[src/rtl/servo_pkg.sv]
// Shared servo limits and threshold type, also used by the position stage.
package servo_pkg;

  localparam int unsigned ThresW = 15;
  typedef logic [ThresW-1:0] thres_t;

  localparam int unsigned DefClkDiv    = 100;
  localparam int unsigned DefPeriodUs  = 20000;
  localparam int unsigned DefMinUs     = 500;
  localparam int unsigned DefMaxUs     = 2500;
  localparam int unsigned DefCenterUs  = 1500;
  localparam int unsigned DefMaxStepUs = 40;

endpackage

[src/rtl/servo_pwm_drv_if.sv]
// Control/status bundle of the servo PWM driver.
interface servo_pwm_drv_if;
  import servo_pkg::*;

  logic   en;
  thres_t pwm_thres;
  logic   servo_pwm;
  thres_t cur_thres;
  logic   period_start;
  logic   clamped;

  modport master (
    output en, pwm_thres,
    input  servo_pwm, cur_thres, period_start, clamped
  );

  modport slave (
    input  en, pwm_thres,
    output servo_pwm, cur_thres, period_start, clamped
  );

endinterface

[src/rtl/servo_slew_limit.sv]
// Combinational target clamp and per-period slew limiter for the applied pulse width.
module servo_slew_limit
  import servo_pkg::*;
#(
  parameter int unsigned MIN_US      = DefMinUs,
  parameter int unsigned MAX_US      = DefMaxUs,
  parameter int unsigned MAX_STEP_US = DefMaxStepUs
) (
  input  thres_t cand,
  input  thres_t cur,
  output thres_t cur_next,
  output logic   clamped
);

  logic [15:0] cand_w, cur_w, tgt_w, nxt_w;
  logic [15:0] min_w, max_w, step_w;

  always_comb begin
    cand_w  = {1'b0, cand};
    cur_w   = {1'b0, cur};
    min_w   = 16'(MIN_US);
    max_w   = 16'(MAX_US);
    step_w  = 16'(MAX_STEP_US);
    tgt_w   = cur_w;
    clamped = 1'b0;

    // A zero candidate means no request: hold the current width.
    if (cand_w == 16'd0) begin
      tgt_w = cur_w;
    end else if (cand_w < min_w) begin
      tgt_w   = min_w;
      clamped = 1'b1;
    end else if (cand_w > max_w) begin
      tgt_w   = max_w;
      clamped = 1'b1;
    end else begin
      tgt_w = cand_w;
    end

    // Downward test written as tgt+step < cur so no subtraction can wrap.
    if (tgt_w > cur_w + step_w) begin
      nxt_w = cur_w + step_w;
    end else if (tgt_w + step_w < cur_w) begin
      nxt_w = cur_w - step_w;
    end else begin
      nxt_w = tgt_w;
    end

    cur_next = nxt_w[ThresW-1:0];
  end

endmodule

[src/rtl/servo_pwm_drv.sv]
// 50 Hz RC-servo pulse driver: input resync/filter, us prescaler, period counter, output register.
module servo_pwm_drv
  import servo_pkg::*;
#(
  parameter int unsigned CLK_DIV     = DefClkDiv,
  parameter int unsigned PERIOD_US   = DefPeriodUs,
  parameter int unsigned MIN_US      = DefMinUs,
  parameter int unsigned MAX_US      = DefMaxUs,
  parameter int unsigned CENTER_US   = DefCenterUs,
  parameter int unsigned MAX_STEP_US = DefMaxStepUs
) (
  input logic            clk,
  input logic            rst,
  servo_pwm_drv_if.slave bus
);

  localparam int unsigned DivW = (CLK_DIV > 1) ? $clog2(CLK_DIV) : 1;

  logic [DivW-1:0] div_q, div_d;
  logic [15:0]     us_q, us_d;
  thres_t          q1_q, q2_q, cand_q, cur_q, cur_next;
  logic            en_q, pwm_q, pwm_d, start_q, clamped_q, clamped_next;
  logic            us_tick, boundary;

  assign us_tick  = (div_q == DivW'(CLK_DIV - 1));
  assign boundary = us_tick && (us_q == 16'(PERIOD_US - 1));

  always_comb begin
    div_d = us_tick ? '0 : div_q + DivW'(1);
    us_d  = us_q;
    if (us_tick) begin
      us_d = (us_q == 16'(PERIOD_US - 1)) ? 16'd0 : us_q + 16'd1;
    end
    // Compares against the width latched at the last boundary only.
    pwm_d = en_q && (us_q < {1'b0, cur_q});
  end

  servo_slew_limit #(
    .MIN_US      (MIN_US),
    .MAX_US      (MAX_US),
    .MAX_STEP_US (MAX_STEP_US)
  ) u_slew (
    .cand     (cand_q),
    .cur      (cur_q),
    .cur_next (cur_next),
    .clamped  (clamped_next)
  );

  always_ff @(posedge clk or posedge rst) begin
    if (rst) begin
      div_q     <= '0;
      us_q      <= '0;
      q1_q      <= '0;
      q2_q      <= '0;
      cand_q    <= thres_t'(CENTER_US);
      cur_q     <= thres_t'(CENTER_US);
      en_q      <= 1'b0;
      pwm_q     <= 1'b0;
      start_q   <= 1'b0;
      clamped_q <= 1'b0;
    end else begin
      div_q   <= div_d;
      us_q    <= us_d;
      pwm_q   <= pwm_d;
      start_q <= boundary;
      q1_q    <= bus.pwm_thres;
      q2_q    <= q1_q;
      // Accept only two equal consecutive samples to reject multi-bit skew.
      if (q1_q == q2_q) begin
        cand_q <= q2_q;
      end
      if (boundary) begin
        en_q      <= bus.en;
        cur_q     <= cur_next;
        clamped_q <= clamped_next;
      end
    end
  end

  assign bus.servo_pwm    = pwm_q;
  assign bus.cur_thres    = cur_q;
  assign bus.period_start = start_q;
  assign bus.clamped      = clamped_q;

endmodule
[src/flat_wrapper.sv]
// flat-port wrapper written by rule: the top's interface ports become plain ports
module servo_pwm_drv_flat import servo_pkg::*;
#(
  parameter int unsigned CLK_DIV     = DefClkDiv,
  parameter int unsigned PERIOD_US   = DefPeriodUs,
  parameter int unsigned MIN_US      = DefMinUs,
  parameter int unsigned MAX_US      = DefMaxUs,
  parameter int unsigned CENTER_US   = DefCenterUs,
  parameter int unsigned MAX_STEP_US = DefMaxStepUs
)
  (clk, rst, bus_en, bus_pwm_thres, bus_servo_pwm, bus_cur_thres, bus_period_start, bus_clamped);
  servo_pwm_drv_if bus_i ();
  input logic clk;
  input logic rst;
  input wire logic [$bits(bus_i.en)-1:0] bus_en;
  input wire logic [$bits(bus_i.pwm_thres)-1:0] bus_pwm_thres;
  output wire logic [$bits(bus_i.servo_pwm)-1:0] bus_servo_pwm;
  output wire logic [$bits(bus_i.cur_thres)-1:0] bus_cur_thres;
  output wire logic [$bits(bus_i.period_start)-1:0] bus_period_start;
  output wire logic [$bits(bus_i.clamped)-1:0] bus_clamped;
  assign bus_i.en = bus_en;
  assign bus_i.pwm_thres = bus_pwm_thres;
  assign bus_servo_pwm = bus_i.servo_pwm;
  assign bus_cur_thres = bus_i.cur_thres;
  assign bus_period_start = bus_i.period_start;
  assign bus_clamped = bus_i.clamped;
  servo_pwm_drv #(.CLK_DIV(CLK_DIV), .PERIOD_US(PERIOD_US), .MIN_US(MIN_US), .MAX_US(MAX_US), .CENTER_US(CENTER_US), .MAX_STEP_US(MAX_STEP_US)) u_core (.clk(clk), .rst(rst), .bus(bus_i));
endmodule
[config.mk]
export PLATFORM = sky130hd
export DESIGN_NAME = servo_pwm_drv_flat
export DESIGN_NICKNAME = d
export VERILOG_FILES = /design/src/rtl/servo_pkg.sv /design/src/rtl/servo_pwm_drv_if.sv /design/src/rtl/servo_slew_limit.sv /design/src/rtl/servo_pwm_drv.sv /design/src/flat_wrapper.sv
export SDC_FILE = /design/constraint.sdc
export NUM_CORES = 1
export LEC_CHECK = 0
export BUFFER_PORTS_ARGS = -buffer_cell sky130_fd_sc_hd__clkbuf_2
export CORE_ASPECT_RATIO = 0.75
export CORE_MARGIN = 10
export CORE_UTILIZATION = 45
export CTS_BUF_LIST = sky130_fd_sc_hd__clkbuf_16
export CTS_CLUSTER_DIAMETER = 50
export DETAILED_ROUTE_END_ITERATION = 6
export PLACE_DENSITY = 0.74
export SLEW_MARGIN = 40
export SYNTH_ARGS = -nofsm -noshare
export SYNTH_HDL_FRONTEND = slang
export SYNTH_SLANG_ARGS = --single-unit
export TNS_END_PERCENT = 10
[constraint.sdc]
create_clock -name clk -period 13.9 [get_ports clk]
set_input_delay 2.78 -clock clk [delete_from_list [all_inputs] [get_ports clk]]
set_output_delay 2.78 -clock clk [all_outputs]
set_load 0.02 [all_outputs]
==> results.md <==
* Critical Path AT at 5.67 ns
* GRT Overall Usage at between 10% and 20%
* Critical path capture point type: register
* Final setup fails at 0
* Worst setup startpoint: u_core.cand_q[8]$_DFFE_PP1N_
* Buf/Inv on CP at 0
* CTS root buf: clkbuf_16
* Setup Fix Bufs, Post-CTS at 0
* Least-Margin Pin Slew at 0.758 ns
* Synth top area share at 34.0%
* FF+latch count, synth at between 80 and 90
* Clk_lat worst skew at 0.35 ns
* CP endpoint: u_core.bus.cur_thres[1]$_DFFE_PP0P_
* Mapped Area at ~0.0054 mm2
* PortBufs at 35
* Min-delay src: u_core.q1_q[5]$_DFF_PP0_
* First-pass GRT wire length at between 20000 and 25000 um
* GR Overflow Total at 0
* Initial antenna violation count at 0
* Top delay family on crit path: compound AO/OA/AOI/OAI gates
* DRT antenna net count at 0
* CTS Sinks at 87
* Clock-pin slew on the worst setup and hold paths at roughly 0.070 ns
* Ant. Diodes at 0
* Crit-path slowest cell: o31ai_1
* Starting density of the core at between 40% and 50%
* FF-to-FF Start: u_core.cand_q[8]$_DFFE_PP1N_
* Num ports at 36
* Final nets at about 640
* Most instantiated library cell after synthesis: dfrtp_1
* Post-cts resize count at 0
* Register area share after synthesis at around 41%
* Crit-path max FO at 17
* Synth Flop Type: dfrtp_1
* Placed instance area at 0.00571 mm2
* Vias per cell at approximately 5.9
* Crit start category: register
* Filler Cell Count at 1061
* Vias at ~4400
* Post-synth EDFFs at 0
* Leakage at 2.68 nW
* Core ar. at around 0.012 mm2
* Avg WL per Cell at 18.7 um
* Vias in the first global route at between 4000 and 5000
* Syn avg cell area at 9.82 um2
* Slew Limit Fails at 0
* Yosys top cell by area: dfrtp_1
* Period utilization at 39.1%
* Power per standard cell area at 90.4 mW/mm2
* Peak supply drop at between 0.06 and 0.07 mV
* HPWL after DPL at ~10000 um
* CP peak stage delay at between 0.6 and 0.7 ns
* Post-synth ARST share at 100%
* Post-layout minimum cycle time at 5.44 ns
* Layout cell share with drive strength beyond 1 at between 10% and 20%
* Flop-to-flop setup slack at ~8.5 ns
* Synth cell types at 62
* Core Rows at 34
* Levels on crit path at 16
* R2r endpoint: u_core.bus.cur_thres[1]$_DFFE_PP0P_
* Hold crit path type: reg2reg
* Iteration-0 DRC Markers at 426
* Area growth from synthesis to layout at 12.2%
* CP cell instances: nand3_1, o211ai_1, nor3b_1, a22oi_1, o31ai_1, nand2_1, xnor2_1, ha_1, a211oi_1, nor2_1, a2111oi_0, o211ai_1, a31o_2, nor2_4, or3_4, mux2_4
* H-tree levels at 3
* Achievable clock frequency at roughly 0.18 GHz
* Post-Route WL at ~14000 um
* Setup_tns at 0 ns
* Critical Path RT at about 14 ns
* Die H at about 110 um
* CTS tree: built
* Die Footprint at between 0.015 and 0.02 mm2
* Die X-Extent at around 150 um
* Most frequent CP cell: o211ai_1
* CTS Buffer Depth at 2
* Syn Nets at about 610
* Main area contributors after synthesis: dfrtp_1 34%, ha_1 11%, dfstp_2 6.8%
* Setup CP Type: reg2reg
* Num CTS Buffers at 9
* Status: complete, no violations
* YS warnings at 0
* Pin count of the biggest net entering global routing at 88
* Skew final at around 0.0093 ns
* Post-Synthesis Cells at around 550
* # hold bufs at CTS at 0
* Max-slew headroom at about half
* Commonest cells in the synthesized netlist: 73 x dfrtp_1, 47 x nor2_1, 46 x ha_1
* Max Cap Viol at 0
* DRC Markers at 0
* GPL Wtd Cong at 0.927
* Fin. Hold Viols at 0
* Unrepaired setup endpoints after global routing: no
* FF-to-FF path depth at 16
* Detailed-router iteration count before antenna repair at 5
* Post-route cell area at ~0.006 mm2
-- layer usage --
metal  routed length (um)  track usage [%]  vias to the layer above
li1                     -                -                     2067
met1                 6940             24.5                     2158
met2                 5880             24.6                      149
met3                  928             3.91                       13
met4                  170             4.72                        0
met5                    0                0                        -
-- through the flow --
step	worst slack, ns	util (%)	std cells	power, mW	hold slack [ns]
final	8.46	51.8	746	0.545	0.396
after global routing	7.99	51.8	746	0.565	0.400
after CTS	8.32	51.6	745	0.550	0.396
after detailed placement	8.35	49.0	729	0.301	0.380
after global placement	8.29	48.9	729	0.299	0.377
after floorplan	8.89	-	548	0.290	0.372
-- worst reg2reg max path: stages (launching register included) --
cell and delay (ns):
dfstp_2 0.60, nand3_1 0.12, o211ai_1 0.27, nor3b_1 0.61, a22oi_1 0.28, o31ai_1 0.66
nand2_1 0.14, xnor2_1 0.17, ha_1 0.20, a211oi_1 0.24, nor2_1 0.08, a2111oi_0 0.45
o211ai_1 0.15, a31o_2 0.31, nor2_4 0.48, or3_4 0.28, mux2_4 0.30
-- layout make-up --
cell class	count	area, um2	share of cell area (%)
Clock buffer	9	225	3.73
Tap cell	162	203	3.36
Inverter	28	106	1.76
Multi-Input combinational cell	414	3010	49.8
Clock inverter	7	83.8	1.39
Sequential cell	87	2190	36.4
Timing Repair Buffer	39	215	3.57
-- flip-flops by register name, summed over array words and instances, names as in the netlist --
| name | cells |
|---|---|
| u_core.bus.cur_thres | 15 |
| u_core.us_q | 16 |
| u_core.cand_q | 15 |
| u_core.div_q | 7 |
| u_core.bus.period_start | 1 |
| u_core.bus.servo_pwm | 1 |
| u_core.q1_q | 15 |
| u_core.bus.clamped | 1 |
| u_core.q2_q | 15 |
| u_core.en_q | 1 |
-- kinds of logic (layout without fill, tap and decap cells) --
family | count (synthesis) | after routing | synth area share (%)
XOR/XNOR | 55 | 55 | 8.96
multiplexers | 26 | 26 | 5.37
AND/OR/NAND/NOR | 172 | 172 | 16.3
adder cells (fa/ha/maj) | 46 | 46 | 10.7
buffers and inverters | 47 | 83 | 3.44
flip-flops | 87 | 87 | 40.8
AO/OA/AOI/OAI | 115 | 115 | 14.4
-- worst min-delay path by stage --
stage | to | slack [ns] | cells after the start
3_5_place_dp | u_core.q2_q[5]$_DFF_PP0_ | 0.38 | 0
6_report | u_core.q2_q[5]$_DFF_PP0_ | 0.40 | 0
2_1_floorplan | u_core.q2_q[0]$_DFF_PP0_ | 0.37 | 0
4_1_cts | u_core.q2_q[5]$_DFF_PP0_ | 0.40 | 0
3_3_place_gp | u_core.q2_q[12]$_DFF_PP0_ | 0.38 | 0
5_1_grt | u_core.q2_q[4]$_DFF_PP0_ | 0.40 | 0
-- power by group --
group / total (mW) / switching (mW) / internal [mW]
clock: 0.249 / 0.120 / 0.129
combinational: 0.0355 / 0.0220 / 0.0135
sequential: 0.261 / 0.00323 / 0.258
total: 0.545 / 0.145 / 0.400
-- cells in the final DEF (no fill, tap or decap), types with 4 or more instances in the layout --
cell type | synthesis | layout
dfrtp_1 | 73 | 73
nor2_1 | 47 | 46
ha_1 | 46 | 46
clkbuf_2 | 0 | 35
nand2_1 | 33 | 33
xnor2_1 | 32 | 32
o21ai_0 | 28 | 28
inv_1 | 27 | 26
a21oi_1 | 25 | 25
xor2_1 | 23 | 23
nand3_1 | 19 | 19
nor3_1 | 17 | 17
nand4_1 | 16 | 16
mux2_2 | 15 | 15
dfstp_2 | 14 | 14
a21o_1 | 9 | 9
o211ai_1 | 9 | 9
mux2i_1 | 9 | 9
clkbuf_16 | 0 | 9
nor4_1 | 8 | 8
or4_1 | 5 | 5
a22oi_1 | 5 | 5
a211oi_1 | 4 | 4
o221ai_1 | 4 | 4
a31oi_1 | 4 | 4
a2bb2oi_1 | 4 | 4
or3_1 | 4 | 4
(Power assumes the default switching activity.)
